===== src/rtl/mc_pkg.sv =====
// mc_pkg: shared definitions for the multicycle control unit.
//   - state_t        : FSM state encodings (ADDI states only with MC_CONTROL_ADDI_EN)
//   - OP_*           : supported opcode field values
//   - ALUOP_*        : aluop codes sent to the ALU control unit (2'b11 is unused)
//   - PCSRC_*/ALUB_* : pcsource and alusrcb mux select encodings
package mc_pkg;

    typedef enum logic [3:0] {
        S_FETCH   = 4'd0,
        S_DECODE  = 4'd1,
        S_MEMADR  = 4'd2,
        S_MEMRD   = 4'd3,
        S_MEMWB   = 4'd4,
        S_MEMWR   = 4'd5,
        S_EXEC    = 4'd6,
        S_RWB     = 4'd7,
        S_BEQ     = 4'd8,
        S_JUMP    = 4'd9
`ifdef MC_CONTROL_ADDI_EN
        ,
        S_ADDI_EX = 4'd10,
        S_ADDI_WB = 4'd11
`endif
    } state_t;

    localparam logic [5:0] OP_RTYPE = 6'b000000;
    localparam logic [5:0] OP_LW    = 6'b100011;
    localparam logic [5:0] OP_SW    = 6'b101011;
    localparam logic [5:0] OP_BEQ   = 6'b000100;
    localparam logic [5:0] OP_J     = 6'b000010;
    localparam logic [5:0] OP_ADDI  = 6'b001000;

    localparam logic [1:0] ALUOP_ADD   = 2'b00;
    localparam logic [1:0] ALUOP_SUB   = 2'b01;
    localparam logic [1:0] ALUOP_FUNCT = 2'b10;

    localparam logic [1:0] PCSRC_ALU    = 2'b00;
    localparam logic [1:0] PCSRC_ALUOUT = 2'b01;
    localparam logic [1:0] PCSRC_JUMP   = 2'b10;

    localparam logic [1:0] ALUB_REG     = 2'b00;
    localparam logic [1:0] ALUB_FOUR    = 2'b01;
    localparam logic [1:0] ALUB_SEXT    = 2'b10;
    localparam logic [1:0] ALUB_SEXT_SH = 2'b11;

endpackage


===== src/rtl/mc_outdec.sv =====
// mc_outdec: Moore output decoder for the multicycle control unit.
//   state     : low 4 bits of the current state
//   mem_ready : memory handshake; gates irwrite/pcwrite in FETCH
//   en        : low forces every control to 0 (reset / invalid state)
//   outputs   : datapath controls, mux selects and 2-bit aluop
// Macro MC_CONTROL_ADDI_EN adds the ADDI_EX/ADDI_WB decodes.
module mc_outdec
    import mc_pkg::*;
(
    input  logic [3:0] state,
    input  logic       mem_ready,
    input  logic       en,
    output logic       pcwrite,
    output logic       pcwritecond,
    output logic       iord,
    output logic       memread,
    output logic       memwrite,
    output logic       memtoreg,
    output logic       irwrite,
    output logic       alusrca,
    output logic       regwrite,
    output logic       regdst,
    output logic [1:0] pcsource,
    output logic [1:0] alusrcb,
    output logic [1:0] aluop
);

    always_comb begin
        pcwrite     = 1'b0;
        pcwritecond = 1'b0;
        iord        = 1'b0;
        memread     = 1'b0;
        memwrite    = 1'b0;
        memtoreg    = 1'b0;
        irwrite     = 1'b0;
        alusrca     = 1'b0;
        regwrite    = 1'b0;
        regdst      = 1'b0;
        pcsource    = PCSRC_ALU;
        alusrcb     = ALUB_REG;
        aluop       = ALUOP_ADD;
        if (en) begin
            case (state_t'(state))
                S_FETCH: begin
                    memread = 1'b1;
                    alusrcb = ALUB_FOUR;
                    irwrite = mem_ready;
                    pcwrite = mem_ready;
                end
                S_DECODE: alusrcb = ALUB_SEXT_SH;
                S_MEMADR: begin
                    alusrca = 1'b1;
                    alusrcb = ALUB_SEXT;
                end
                S_MEMRD: begin
                    memread = 1'b1;
                    iord    = 1'b1;
                end
                S_MEMWR: begin
                    memwrite = 1'b1;
                    iord     = 1'b1;
                end
                S_MEMWB: begin
                    regwrite = 1'b1;
                    memtoreg = 1'b1;
                end
                S_EXEC: begin
                    alusrca = 1'b1;
                    aluop   = ALUOP_FUNCT;
                end
                S_RWB: begin
                    regwrite = 1'b1;
                    regdst   = 1'b1;
                end
                S_BEQ: begin
                    alusrca     = 1'b1;
                    aluop       = ALUOP_SUB;
                    pcwritecond = 1'b1;
                    pcsource    = PCSRC_ALUOUT;
                end
                S_JUMP: begin
                    pcwrite  = 1'b1;
                    pcsource = PCSRC_JUMP;
                end
`ifdef MC_CONTROL_ADDI_EN
                S_ADDI_EX: begin
                    alusrca = 1'b1;
                    alusrcb = ALUB_SEXT;
                end
                S_ADDI_WB: regwrite = 1'b1;
`endif
                default: ;
            endcase
        end
    end

endmodule


===== src/rtl/mc_control.sv =====
// mc_control: multicycle MIPS-style control FSM (state register + next state).
//   clk, rst_n   : clock, asynchronous active-low reset
//   op           : instruction opcode field
//   mem_ready    : memory access completes this cycle
//   datapath controls, pcsource/alusrcb selects, aluop1/aluop0
//   illegal_op   : pulses in DECODE for an unsupported opcode
//   state        : current state (debug)
// Macro MC_CONTROL_ADDI_EN enables ADDI (op 001000); otherwise it is illegal.
module mc_control
    import mc_pkg::*;
#(
    parameter int STATE_W = 4   // must be >= 4
) (
    input  logic               clk,
    input  logic               rst_n,
    input  logic [5:0]         op,
    input  logic               mem_ready,
    output logic               pcwrite,
    output logic               pcwritecond,
    output logic               iord,
    output logic               memread,
    output logic               memwrite,
    output logic               memtoreg,
    output logic               irwrite,
    output logic               alusrca,
    output logic               regwrite,
    output logic               regdst,
    output logic [1:0]         pcsource,
    output logic [1:0]         alusrcb,
    output logic               aluop1,
    output logic               aluop0,
    output logic               illegal_op,
    output logic [STATE_W-1:0] state
);

    logic [STATE_W-1:0] state_q;
    logic [STATE_W-1:0] state_d;
    logic               state_ok;
    logic               illegal;
    logic [1:0]         aluop;
    state_t             cur;
    state_t             nxt;

    // Encodings with any bit above bit 3 set are invalid and fall back to FETCH.
    assign state_ok = ((state_q >> 4) == '0);
    assign cur      = state_t'(state_q[3:0]);

    always_ff @(posedge clk or negedge rst_n) begin
        if (!rst_n) state_q <= STATE_W'(S_FETCH);
        else        state_q <= state_d;
    end

    always_comb begin
        nxt     = S_FETCH;
        illegal = 1'b0;
        if (state_ok) begin
            case (cur)
                S_FETCH:  nxt = mem_ready ? S_DECODE : S_FETCH;
                S_DECODE: begin
                    case (op)
                        OP_RTYPE:      nxt = S_EXEC;
                        OP_LW, OP_SW:  nxt = S_MEMADR;
                        OP_BEQ:        nxt = S_BEQ;
                        OP_J:          nxt = S_JUMP;
`ifdef MC_CONTROL_ADDI_EN
                        OP_ADDI:       nxt = S_ADDI_EX;
`endif
                        default:       illegal = 1'b1;
                    endcase
                end
                S_MEMADR: nxt = (op == OP_LW) ? S_MEMRD : S_MEMWR;
                S_MEMRD:  nxt = mem_ready ? S_MEMWB : S_MEMRD;
                S_MEMWR:  nxt = mem_ready ? S_FETCH : S_MEMWR;
                S_EXEC:   nxt = S_RWB;
`ifdef MC_CONTROL_ADDI_EN
                S_ADDI_EX: nxt = S_ADDI_WB;
`endif
                default:  nxt = S_FETCH;
            endcase
        end
        state_d = STATE_W'(nxt);
    end

    mc_outdec u_outdec (
        .state       (state_q[3:0]),
        .mem_ready   (mem_ready),
        .en          (rst_n & state_ok),
        .pcwrite     (pcwrite),
        .pcwritecond (pcwritecond),
        .iord        (iord),
        .memread     (memread),
        .memwrite    (memwrite),
        .memtoreg    (memtoreg),
        .irwrite     (irwrite),
        .alusrca     (alusrca),
        .regwrite    (regwrite),
        .regdst      (regdst),
        .pcsource    (pcsource),
        .alusrcb     (alusrcb),
        .aluop       (aluop)
    );

    assign aluop1     = aluop[1];
    assign aluop0     = aluop[0];
    assign illegal_op = rst_n & illegal;
    assign state      = state_q;

endmodule


===== config.mk =====
export PLATFORM = sky130hd
export DESIGN_NAME = mc_control
export DESIGN_NICKNAME = d
export VERILOG_FILES = /design/src/rtl/mc_pkg.sv /design/src/rtl/mc_outdec.sv /design/src/rtl/mc_control.sv
export SDC_FILE = /design/constraint.sdc
export NUM_CORES = 1
export LEC_CHECK = 0
export ABC_AREA = 1
export CORE_MARGIN = 1
export CORE_UTILIZATION = 34
export DETAILED_ROUTE_END_ITERATION = 6
export HOLD_SLACK_MARGIN = 0.03
export PLACE_DENSITY = 0.87
export SYNTH_ARGS = -nofsm -noshare
export SYNTH_HDL_FRONTEND = slang
export SYNTH_SLANG_ARGS = --single-unit

===== constraint.sdc =====
create_clock -name clk -period 3.1 [get_ports clk]
set_clock_uncertainty 0.05 [all_clocks]
set_input_delay 0.465 -clock clk [delete_from_list [all_inputs] [get_ports clk]]
set_output_delay 0.465 -clock clk [all_outputs]
set_load 0.01 [all_outputs]

==> results_dict.tcl <==
set metrics [dict create \
    numClockSinks 4 \
    floorplan.die.width_um 39.1 \
    startpoint_type "primary input" \
    nFillCells 135 \
    antenna_left 0 \
    ys.warnings.count 0 \
    rsz0062_at_grt "no" \
    max_clock_freq_ghz 0.381 \
    power_report.internal_total_uw 138 \
    timing.critical_path.fanout_max 8 \
    syn_to_final_growth_pct 67.6 \
    period_needed_ns 2.62 \
    timing.max_slew.rel_slack 0.815 \
    p_comb_frac 0.398 \
    die_footprint_mm2 0.00153 \
    finalCritPeriodShare 0.847 \
    htreeDepth 1 \
    synth_sequential_area_ratio 0.214 \
    drt_first_iter_violations 5 \
    rows 13 \
    criticalPathCategory "primary input to primary output" \
    cts.clk_slew.worst_paths_ns 0.04 \
    ir_drop_mv 0.197 \
    firstDrtPassIters 4 \
    worst-slew-pin-transition_ns 0.277 \
    simple_gate_portion_of_the_synthesized_area 0.570 \
    run_status "finished, final reports clean" \
    syn-cell-area_um2 468 \
    synth_top_family_by_area "simple AND/OR/NAND/NOR gates" \
    top_level_ports 30 \
    netSwitchingFraction 0.329 \
    hold_viol 0 \
    core_region_area_mm2 0.00128 \
    post_cts_setup_buffers 0 \
    setup_viol 0 \
    first_pass_grt_wire_length_mm 2.16 \
    wl_per_cell_um 9.44 \
    routabilityCongestion 0.771 \
    maxCapViolCount 0 \
    track_usage 0.210 \
    crit_arrival_ns 2.11 \
    setup.reg_to_reg.worst_slack_ns 1.92 \
    total_area_of_sequential_cells_um2 100 \
    ys_types 15 \
    die_h_um 39.1 \
    io_buffer_count 29 \
    finalNetCount 127 \
    footprint_of_the_multi_input_gates_um2 308 \
    drcViolationCount 0 \
    share_of_cell_area_taken_by_muxes_after_synthesis 0 \
    clock_power_share 0.313 \
    synth-adder-area-share 0 \
    netSwitchingPower_uw 67.9 \
    first_global_vias 562 \
    worst_r2r_path_depth 6 \
    diodes 0 \
    clock_tree.root_cell "clkbuf_4" \
    num_vias 628 \
    p_leak_nw 0.387 \
    post_cts_resize_count 0 \
    required_ns 2.58 \
    ys_seq_elements 4 \
    critPathCaptureType "primary output" \
    reg2reg_to "state[2]" \
    setup_total_negative_slack_ns 0 \
    grt_remaining_overflow 0 \
    final-max-slew-violation-count 0 \
    antenna_found_initial 0 \
    crit-reg2reg-launch "state[1]" \
    cts_buffers 3 \
    tritoncts "yes" \
    crit_path_top_delay_cell "clkdlybuf4s50_1" \
    routed_via_density 4.79 \
    compound_cell_area_share_of_the_yosys_netlist 0.0882 \
    grt_util_met2 0.396 \
    power_density_mw_per_mm2 263 \
    grt_use_met1 0.217 \
    crit_path_max_incr_delay_ns 0.62 \
    grt-busiest-layer "met2" \
    floorplan.initialDensity 0.364 \
    cell_by_cell_trace_of_the_critical_path "clkdlybuf4s50_1 -> inv_1 -> nor2_1 -> nand3_1 -> nor2_1 -> clkdlybuf4s50_1" \
    timing.hold.worst.class "primary input to async pin" \
    final_core_util 0.611 \
    yosys.area_share.xor_xnor 0 \
    synth_cells 86 \
    synth.net_count 95 \
    largest_reg_flops 4 \
    detailedPlacementHpwl_mm 1.07 \
    drive_gt1_frac 0.0776 \
    clock_insertion_delay_worst_skew_ns 0.24 \
    cts_hold_buf 0 \
    power.sequential.fraction 0.289 \
    route.final.wire_length_mm 1.24 \
    gr-usage-met3 0.0520 \
    synthesis.area_per_instance_um2 5.44 \
    grt_max_degree 9 \
    cts.path.max_buffers 2 \
    totalPowerFinal_uw 206 \
]
-- cells in the mapped netlist --
library cell  instances  area, um2
buf_4                 2       15.0
nand2_2               1       6.26
nand3_1              13       65.1
dfrtp_1               4        100
nor2_2                1       6.26
a21oi_1               6       30.0
nand4_1               1       6.26
o21ai_0               1       5.00
nand2b_1              1       6.26
inv_1                10       37.5
nand2_1              18       67.6
nor2_1               23       86.3
inv_2                 2       7.51
o22ai_1               1       6.26
nor2_4                2       22.5
-- metal layers --
metal / share of wire / vias to the layer above
li1: - / 334
met4: 0.014 / 0
met3: 0.082 / 3
met1: 0.40 / 256
met5: 0 / -
met2: 0.50 / 35
-- cells by family (layout without fill, tap and decap cells) --
| logic type | count (synthesis) | count (layout) |
|---|---|---|
| DFF | 4 | 4 |
| buffers and inverters | 14 | 44 |
| AOI/OAI and AO/OA | 8 | 8 |
| and+or+nand+nor | 60 | 60 |
-- critical path: cells and delay by family --
| family | cells | cell delay, ns |
|---|---|---|
| simple gates | 3 | 0.29 |
| buf+inv | 3 | 1.35 |
-- worst max-delay path by stage --
| stage | start | to | slack [ns] |
|---|---|---|---|
| global placement | rst_n | illegal_op | 0.47 |
| detailed placement | rst_n | illegal_op | 0.46 |
| CTS | rst_n | illegal_op | 0.45 |
| finish | rst_n | illegal_op | 0.48 |
| global route | rst_n | illegal_op | 0.33 |
| floorplan | state[0] | pcsource[0] | 1.51 |
-- placed cells by master (no fill, tap or decap), types with 2 or more instances in the layout --
cell and instances:
nand2_1 18, clkbuf_4 3, clkdlybuf4s50_1 29, nor2_1 23, nand3_1 13, inv_1 10
inv_2 2, dfrtp_1 4, nor2_4 2, a21oi_1 6
-- metrics by stage --
step           instances  hold WS [ns]  cell area, um2  setup slack (ns)
6_report             131         0.423             785             0.475
5_1_grt              131         0.434             785             0.333
4_1_cts              131         0.420             785             0.454
3_5_place_dp         128         0.656             762             0.461
3_3_place_gp         128         0.643             762             0.473
2_1_floorplan         86         0.119             468              1.51
-- power groups by stage --
stage | Clock, mW | Combinational (mW) | Sequential [mW]
after detailed placement | 0 | 0.0819 | 0.0603
after CTS | 0.0673 | 0.0823 | 0.0596
after global routing | 0.0740 | 0.0916 | 0.0599
final | 0.0645 | 0.0819 | 0.0596
after floorplan | 0 | 0.0391 | 0.0608
after global placement | 0 | 0.0797 | 0.0599
-- final cells by class --
| cell class | instances | area share |
|---|---|---|
| inverters | 12 | 0.0574 |
| multi-input cells | 68 | 0.392 |
| clock buffers | 3 | 0.0287 |
| flip-flops and latches | 4 | 0.128 |
| repair buffers | 29 | 0.370 |
| well taps | 15 | 0.0239 |
Power figures use the tool's default switching activity.
